<file path="src/rtl/dvv_bus_arb.sv">
// dvv_bus_arb - round-robin arbiter sharing one req/ack slave bus between N_REQ masters.
//
// The winning master's command (we/addr/wdata) is captured in IDLE and one transaction
// is run on the slave port. Completion (ack + rdata) is returned to that master for a
// single cycle, then the arbiter goes back to IDLE.
//
// Optional feature macro: DVV_ARB_TIMEOUT_EN
//   defined   : a slave that has not acked after TMO_CYC cycles of m_req completes the
//               transaction with err=1 and rdata=0.
//   undefined : BUSY waits for m_ack indefinitely and err is tied low.
//
// Ports
//   clk, rst          clock (rising edge), synchronous active-high reset
//   req/lock/we       per-master request, keep-priority hint, write enable
//   addr/wdata        per-master command, master i at [i*AW +: AW] / [i*DW +: DW]
//   gnt               one-hot grant, held from BUSY through RESP
//   ack/rdata/err     one-cycle completion to the granted master
//   m_req/m_we/m_addr/m_wdata   slave command, registered
//   m_ack/m_rdata     slave completion
//
// state | meaning
// ------+-----------------------------------------------------------
// IDLE  | no transaction; arbitrate among req each cycle
// BUSY  | command captured, m_req high, waiting for m_ack (or timeout)
// RESP  | one cycle: ack pulse to the winner, gnt still held

module dvv_bus_arb #(
  parameter int N_REQ   = 4,
  parameter int AW      = 32,
  parameter int DW      = 32,
  parameter int TMO_CYC = 256
) (
  input  logic                  clk,
  input  logic                  rst,
  input  logic [N_REQ-1:0]      req,
  input  logic [N_REQ-1:0]      lock,
  input  logic [N_REQ-1:0]      we,
  input  logic [N_REQ*AW-1:0]   addr,
  input  logic [N_REQ*DW-1:0]   wdata,
  output logic [N_REQ-1:0]      gnt,
  output logic [N_REQ-1:0]      ack,
  output logic [DW-1:0]         rdata,
  output logic                  err,
  output logic                  m_req,
  output logic                  m_we,
  output logic [AW-1:0]         m_addr,
  output logic [DW-1:0]         m_wdata,
  input  logic                  m_ack,
  input  logic [DW-1:0]         m_rdata
);

  localparam int PW = (N_REQ > 1) ? $clog2(N_REQ) : 1;

  typedef enum logic [1:0] {
    ST_IDLE = 2'd0,
    ST_BUSY = 2'd1,
    ST_RESP = 2'd2
  } state_t;

  state_t            state_q, state_d;
  logic [PW-1:0]     ptr_q, ptr_d;
  logic [PW-1:0]     win_q, win_d;
  logic [N_REQ-1:0]  gnt_q, gnt_d;
  logic [N_REQ-1:0]  ack_q, ack_d;
  logic [DW-1:0]     rdata_q, rdata_d;
  logic              m_req_q, m_req_d;
  logic              m_we_q, m_we_d;
  logic [AW-1:0]     m_addr_q, m_addr_d;
  logic [DW-1:0]     m_wdata_q, m_wdata_d;

`ifdef DVV_ARB_TIMEOUT_EN
  localparam int              CW     = $clog2(TMO_CYC);
  localparam logic [CW-1:0]   CNT_TC = CW'(TMO_CYC - 1);
  logic [CW-1:0]     cnt_q, cnt_d;
  logic              err_q, err_d;
`endif

  // Round-robin search: first requesting master after ptr, wrapping modulo N_REQ.
  logic [PW-1:0]     arb_idx;
  logic              arb_hit;
  int unsigned       cand;

  always_comb begin
    arb_idx = '0;
    arb_hit = 1'b0;
    cand    = 0;
    for (int k = 1; k <= N_REQ; k++) begin
      cand = (int'(ptr_q) + k) % N_REQ;
      if (!arb_hit && req[cand[PW-1:0]]) begin
        arb_hit = 1'b1;
        arb_idx = cand[PW-1:0];
      end
    end
  end

  // With lock held the pointer parks just before the winner so it wins again.
  logic [PW-1:0]     ptr_keep;
  assign ptr_keep = (win_q == '0) ? PW'(N_REQ - 1) : (win_q - PW'(1));

  always_comb begin
    state_d   = state_q;
    ptr_d     = ptr_q;
    win_d     = win_q;
    gnt_d     = gnt_q;
    ack_d     = '0;
    rdata_d   = rdata_q;
    m_req_d   = m_req_q;
    m_we_d    = m_we_q;
    m_addr_d  = m_addr_q;
    m_wdata_d = m_wdata_q;
`ifdef DVV_ARB_TIMEOUT_EN
    cnt_d     = cnt_q;
    err_d     = 1'b0;
`endif

    case (state_q)
      ST_IDLE: begin
        gnt_d   = '0;
        rdata_d = '0;
        if (arb_hit) begin
          win_d          = arb_idx;
          gnt_d[arb_idx] = 1'b1;
          m_req_d        = 1'b1;
          m_we_d         = we[arb_idx];
          m_addr_d       = addr[int'(arb_idx)*AW +: AW];
          m_wdata_d      = wdata[int'(arb_idx)*DW +: DW];
          state_d        = ST_BUSY;
`ifdef DVV_ARB_TIMEOUT_EN
          cnt_d          = '0;
`endif
        end
      end

      ST_BUSY: begin
        if (m_ack) begin
          m_req_d      = 1'b0;
          rdata_d      = m_rdata;
          ack_d[win_q] = 1'b1;
          ptr_d        = lock[win_q] ? ptr_keep : win_q;
          state_d      = ST_RESP;
        end
`ifdef DVV_ARB_TIMEOUT_EN
        // m_ack in the terminal-count cycle takes the branch above.
        else if (cnt_q == CNT_TC) begin
          m_req_d      = 1'b0;
          rdata_d      = '0;
          ack_d[win_q] = 1'b1;
          err_d        = 1'b1;
          ptr_d        = win_q;
          state_d      = ST_RESP;
        end else begin
          cnt_d        = cnt_q + CW'(1);
        end
`endif
      end

      ST_RESP: begin
        gnt_d   = '0;
        rdata_d = '0;
        state_d = ST_IDLE;
      end

      default: begin
        state_d = ST_IDLE;
        gnt_d   = '0;
        rdata_d = '0;
        m_req_d = 1'b0;
      end
    endcase
  end

  always_ff @(posedge clk) begin
    if (rst) begin
      state_q   <= ST_IDLE;
      ptr_q     <= PW'(N_REQ - 1);
      win_q     <= '0;
      gnt_q     <= '0;
      ack_q     <= '0;
      rdata_q   <= '0;
      m_req_q   <= 1'b0;
      m_we_q    <= 1'b0;
      m_addr_q  <= '0;
      m_wdata_q <= '0;
`ifdef DVV_ARB_TIMEOUT_EN
      cnt_q     <= '0;
      err_q     <= 1'b0;
`endif
    end else begin
      state_q   <= state_d;
      ptr_q     <= ptr_d;
      win_q     <= win_d;
      gnt_q     <= gnt_d;
      ack_q     <= ack_d;
      rdata_q   <= rdata_d;
      m_req_q   <= m_req_d;
      m_we_q    <= m_we_d;
      m_addr_q  <= m_addr_d;
      m_wdata_q <= m_wdata_d;
`ifdef DVV_ARB_TIMEOUT_EN
      cnt_q     <= cnt_d;
      err_q     <= err_d;
`endif
    end
  end

  assign gnt     = gnt_q;
  assign ack     = ack_q;
  assign rdata   = rdata_q;
  assign m_req   = m_req_q;
  assign m_we    = m_we_q;
  assign m_addr  = m_addr_q;
  assign m_wdata = m_wdata_q;
`ifdef DVV_ARB_TIMEOUT_EN
  assign err     = err_q;
`else
  assign err     = 1'b0;
`endif

endmodule
</file>
<file path="config.mk">
export PLATFORM = sky130hd
export DESIGN_NAME = dvv_bus_arb
export DESIGN_NICKNAME = d
export VERILOG_FILES = /design/src/rtl/dvv_bus_arb.sv
export SDC_FILE = /design/constraint.sdc
export NUM_CORES = 1
export LEC_CHECK = 0
export BUFFER_PORTS_ARGS = -buffer_cell sky130_fd_sc_hd__buf_4
export CAP_MARGIN = 20
export CORE_AREA = 3 3 157 159
export CTS_BUF_LIST = sky130_fd_sc_hd__clkbuf_8
export DETAILED_ROUTE_END_ITERATION = 8
export DIE_AREA = 0 0 160 162
export SLEW_MARGIN = 20
export SYNTH_ARGS = -nofsm -noshare
export SYNTH_HDL_FRONTEND = slang
export SYNTH_SLANG_ARGS = --single-unit
export TNS_END_PERCENT = 100
</file>
<file path="constraint.sdc">
create_clock -name clk -period 2.2 [get_ports clk]
set_input_delay 0.33 -clock clk [delete_from_list [all_inputs] [get_ports clk]]
set_output_delay 0.33 -clock clk [all_outputs]
set_load 0.05 [all_outputs]
</file>
==> results.sh <==
export IMPL_drv_slew=0
export IMPL_grt_ovfl_total=0
export IMPL_synth_distinct_cells=37
export IMPL_fin_util_pct=43.5
export IMPL_nNetsFinal=1518
export IMPL_power_mw=7.17
export IMPL_place_area_mm2=0.00999
export IMPL_critPathMaxFanout=18
export IMPL_ys_ff_latch=112
export IMPL_worst_slew_pin_slew_ns=0.628
export IMPL_setup_violations=0
export IMPL_die_y_um=162
export IMPL_num_io_pins=410
export IMPL_synth_compound_area_share_pct=23.5
export IMPL_pwr_share_comb_pct=47.0
export IMPL_cts_hold_buf=0
export IMPL_muxShareOfSynthArea_pct=15.5
export IMPL_start_util_pct=27.8
export IMPL_drt_iter0_markers=388
export IMPL_hold_viol_final=0
export IMPL_synth_simple_gate_area_share_pct=14.8
export IMPL_dr_pass1_iters=5
export IMPL_num_rows=56
export IMPL_cp_required_ns=2.48
export IMPL_min_period_over_period_pct=89.6
export IMPL_leakage_nw=4.93
export IMPL_power_switching_mw=3.12
export IMPL_dieWidth_um=160
export IMPL_port_buffers=408
export IMPL_irDropWorstVdd_uv=285
export IMPL_stdcell_area_mm2=0.0102
export IMPL_cts_tree="done"
export IMPL_cts_root_buf="clkbuf_8"
export IMPL_synth_main_ff_cell="dfxtp_1"
export IMPL_async_reset_ff_share_pct=0
export IMPL_timing_hold_ws_ns=0.150
export IMPL_synthAdderAreaFrac_pct=0.770
export IMPL_relSlewSlack_pct=58.1
export IMPL_fin_crit_ns=1.97
export IMPL_placed_cells=1519
export IMPL_worstPathArrival_ns=2.25
export IMPL_p_int_mw=4.05
export IMPL_post_cts_resized=0
export IMPL_drc=0
export IMPL_die_area_mm2=0.0259
export IMPL_synth_top_family_by_area="compound AO/OA/AOI/OAI gates"
export IMPL_place_ws_ns=0.200
export IMPL_crit_type="register to register"
export IMPL_ys_seq_area_share_pct=34.5
export IMPL_grt_usage_pct=20.0
export IMPL_core_area_mm2=0.0234
export IMPL_synth_edf_count=0
export IMPL_cts_buffer_depth=2
export IMPL_via_per_inst=4.73
export IMPL_grt_antenna_before_repair=0
export IMPL_hold_path_class="primary input to register"
export IMPL_p_sw_share_pct=43.5
export IMPL_hpwl_mm=20.6
export IMPL_rsz0062_at_grt="no"
export IMPL_cts_num_sinks=112
export IMPL_cts_setup_buffers=0
export IMPL_area_delta_synth_final_pct=56.7
export IMPL_cp_start_kind="register"
export IMPL_grt_pass1_wl_mm=41.3
export IMPL_final_antenna_net_count=0
export IMPL_grt_pass1_vias=7349
export IMPL_reg2reg_setup_slack_ns=0.23
export IMPL_syn_cell_area_mm2=0.00650
export IMPL_fmax_mhz=507
export IMPL_syn_instance_count=834
export IMPL_power_density_mw_per_mm2=703
export IMPL_fin_worst_skew_ns=0.0197
export IMPL_setup_tns_ns=0
export IMPL_final_cells=1535
export IMPL_status="completed"
export IMPL_yosysWarnings=0
export IMPL_crit_path_end_kind="register"
export IMPL_avgSynthCellArea_um2=7.80
export IMPL_cts_htree_levels=3
export IMPL_timing_final_ws_setup_ns=0.228
export IMPL_routed_wl_mm=27.5
export IMPL_syn_nets=1141
export IMPL_post_drt_wl_per_cell_um=17.9
export IMPL_cap_violations=0
export IMPL_cts_made_buffers=9
export IMPL_place_congestion=0.863
export IMPL_via_count=7260
export IMPL_clk_latency_ns=0.40
export IMPL_drive_above_1_share_pct=37.9
export IMPL_pwr_share_seq_pct=34.5
export IMPL_diodes=0
export IMPL_clockPowerShare_pct=18.4
export IMPL_grt_max_degree=57
export IMPL_synth_xor_area_share_pct=0
export IMPL_clk_pin_slew_ns=0.14
-- final cells by class --
| cell class | instances | area [um^2] |
|---|---|---|
| Sequential cell | 112 | 2240 |
| Inverter | 100 | 375 |
| Clock buffer | 9 | 124 |
| Multi-Input combinational cell | 555 | 3610 |
| Clock inverter | 7 | 80.1 |
| Fill cell | 2408 | 13200 |
| Timing Repair Buffer | 433 | 3360 |
| Tap cell | 319 | 399 |
-- registers in the layout, indices dropped and copies added (netlist names) --
name,cells
m_addr,32
state_q,2
ack,4
m_wdata,32
rdata,32
m_req,1
m_we,1
gnt,4
win_q,2
ptr_q,2
-- worst paths after layout --
kind              startpoint         to  depth (start not counted)
setup / recovery    ptr_q[1]  m_addr[8]                          6
hold / removal    m_rdata[6]   rdata[6]                          3
setup reg to reg    ptr_q[1]  m_addr[8]                          6
hold reg to reg        m_req      m_req                          2
-- cells in the mapped netlist, drive strengths merged (2+ instances only) --
cell type | n | area share (%)
mux2i | 101 | 16
o21bai | 17 | 2.0
a22o | 2 | 0.27
and3 | 5 | 0.48
inv | 100 | 5.8
a21oi | 56 | 4.3
a221oi | 18 | 2.4
a211o | 2 | 0.27
dfxtp | 112 | 34
nand2b | 4 | 0.42
or2 | 17 | 1.6
o22ai | 20 | 1.9
nor2 | 42 | 2.5
clkbuf | 33 | 2.0
ha | 4 | 0.77
a211oi | 3 | 0.50
o21ai | 149 | 11
buf | 34 | 3.1
nand2 | 54 | 3.1
nor3b | 48 | 5.5
nand3b | 2 | 0.23
nor3 | 5 | 0.54
-- worst max-delay path: stages, from the launching register on --
cell	delay, ns
dfxtp_1	0.61
inv_1	0.16
nor2_1	0.29
nor3_2	0.07
buf_4	0.22
a221oi_1	0.39
o22ai_1	0.12
-- metal layers --
metal | vias to the layer above | part of all wire (%) | GRT usage (%) | wire, um
li1 | 3610 | - | - | -
met1 | 3341 | 40 | 23.6 | 11100
met4 | 0 | 1.6 | 4.89 | 447
met2 | 284 | 51 | 36.4 | 14000
met5 | - | 0 | 0 | 0
met3 | 25 | 7.3 | 5.25 | 2020
-- power by group through the flow --
stage | registers, mW | clock network, mW | logic (mW)
floorplan | 3.40 | 0 | 1.19
global placement | 2.51 | 0 | 3.37
detailed placement | 2.52 | 0 | 3.39
CTS | 2.48 | 1.41 | 3.39
global route | 2.51 | 1.46 | 3.61
finish | 2.48 | 1.32 | 3.37
-- cells in the final DEF (no fill, tap or decap), types with 2 or more instances in the layout --
master and count:
ha_1 4, o21ai_1 113, mux2i_1 101, nor3b_1 48, nand2b_1 3, clkbuf_8 9
a22o_1 2, o21ai_0 36, inv_1 100, dfxtp_1 112, and3_1 5, a221oi_1 18
a21oi_4 2, o22ai_1 20, buf_4 424, nor3_1 3, nor2_1 40, nor2_2 2
clkinv_8 2, nand2_1 53, a21oi_1 54, inv_8 2, buf_12 9, or2_1 17
nand3b_1 2, o21bai_1 17
-- cell families (layout without fill, tap and decap cells) --
logic type | after synthesis | in the layout
flip-flops | 112 | 112
adder cells (fa/ha/maj) | 4 | 4
AO/OA/AOI/OAI | 269 | 269
AND/OR/NAND/NOR | 180 | 180
other | 1 | 1
multiplexers | 101 | 101
buffers and inverters | 167 | 549
(Power assumes the default switching activity.)
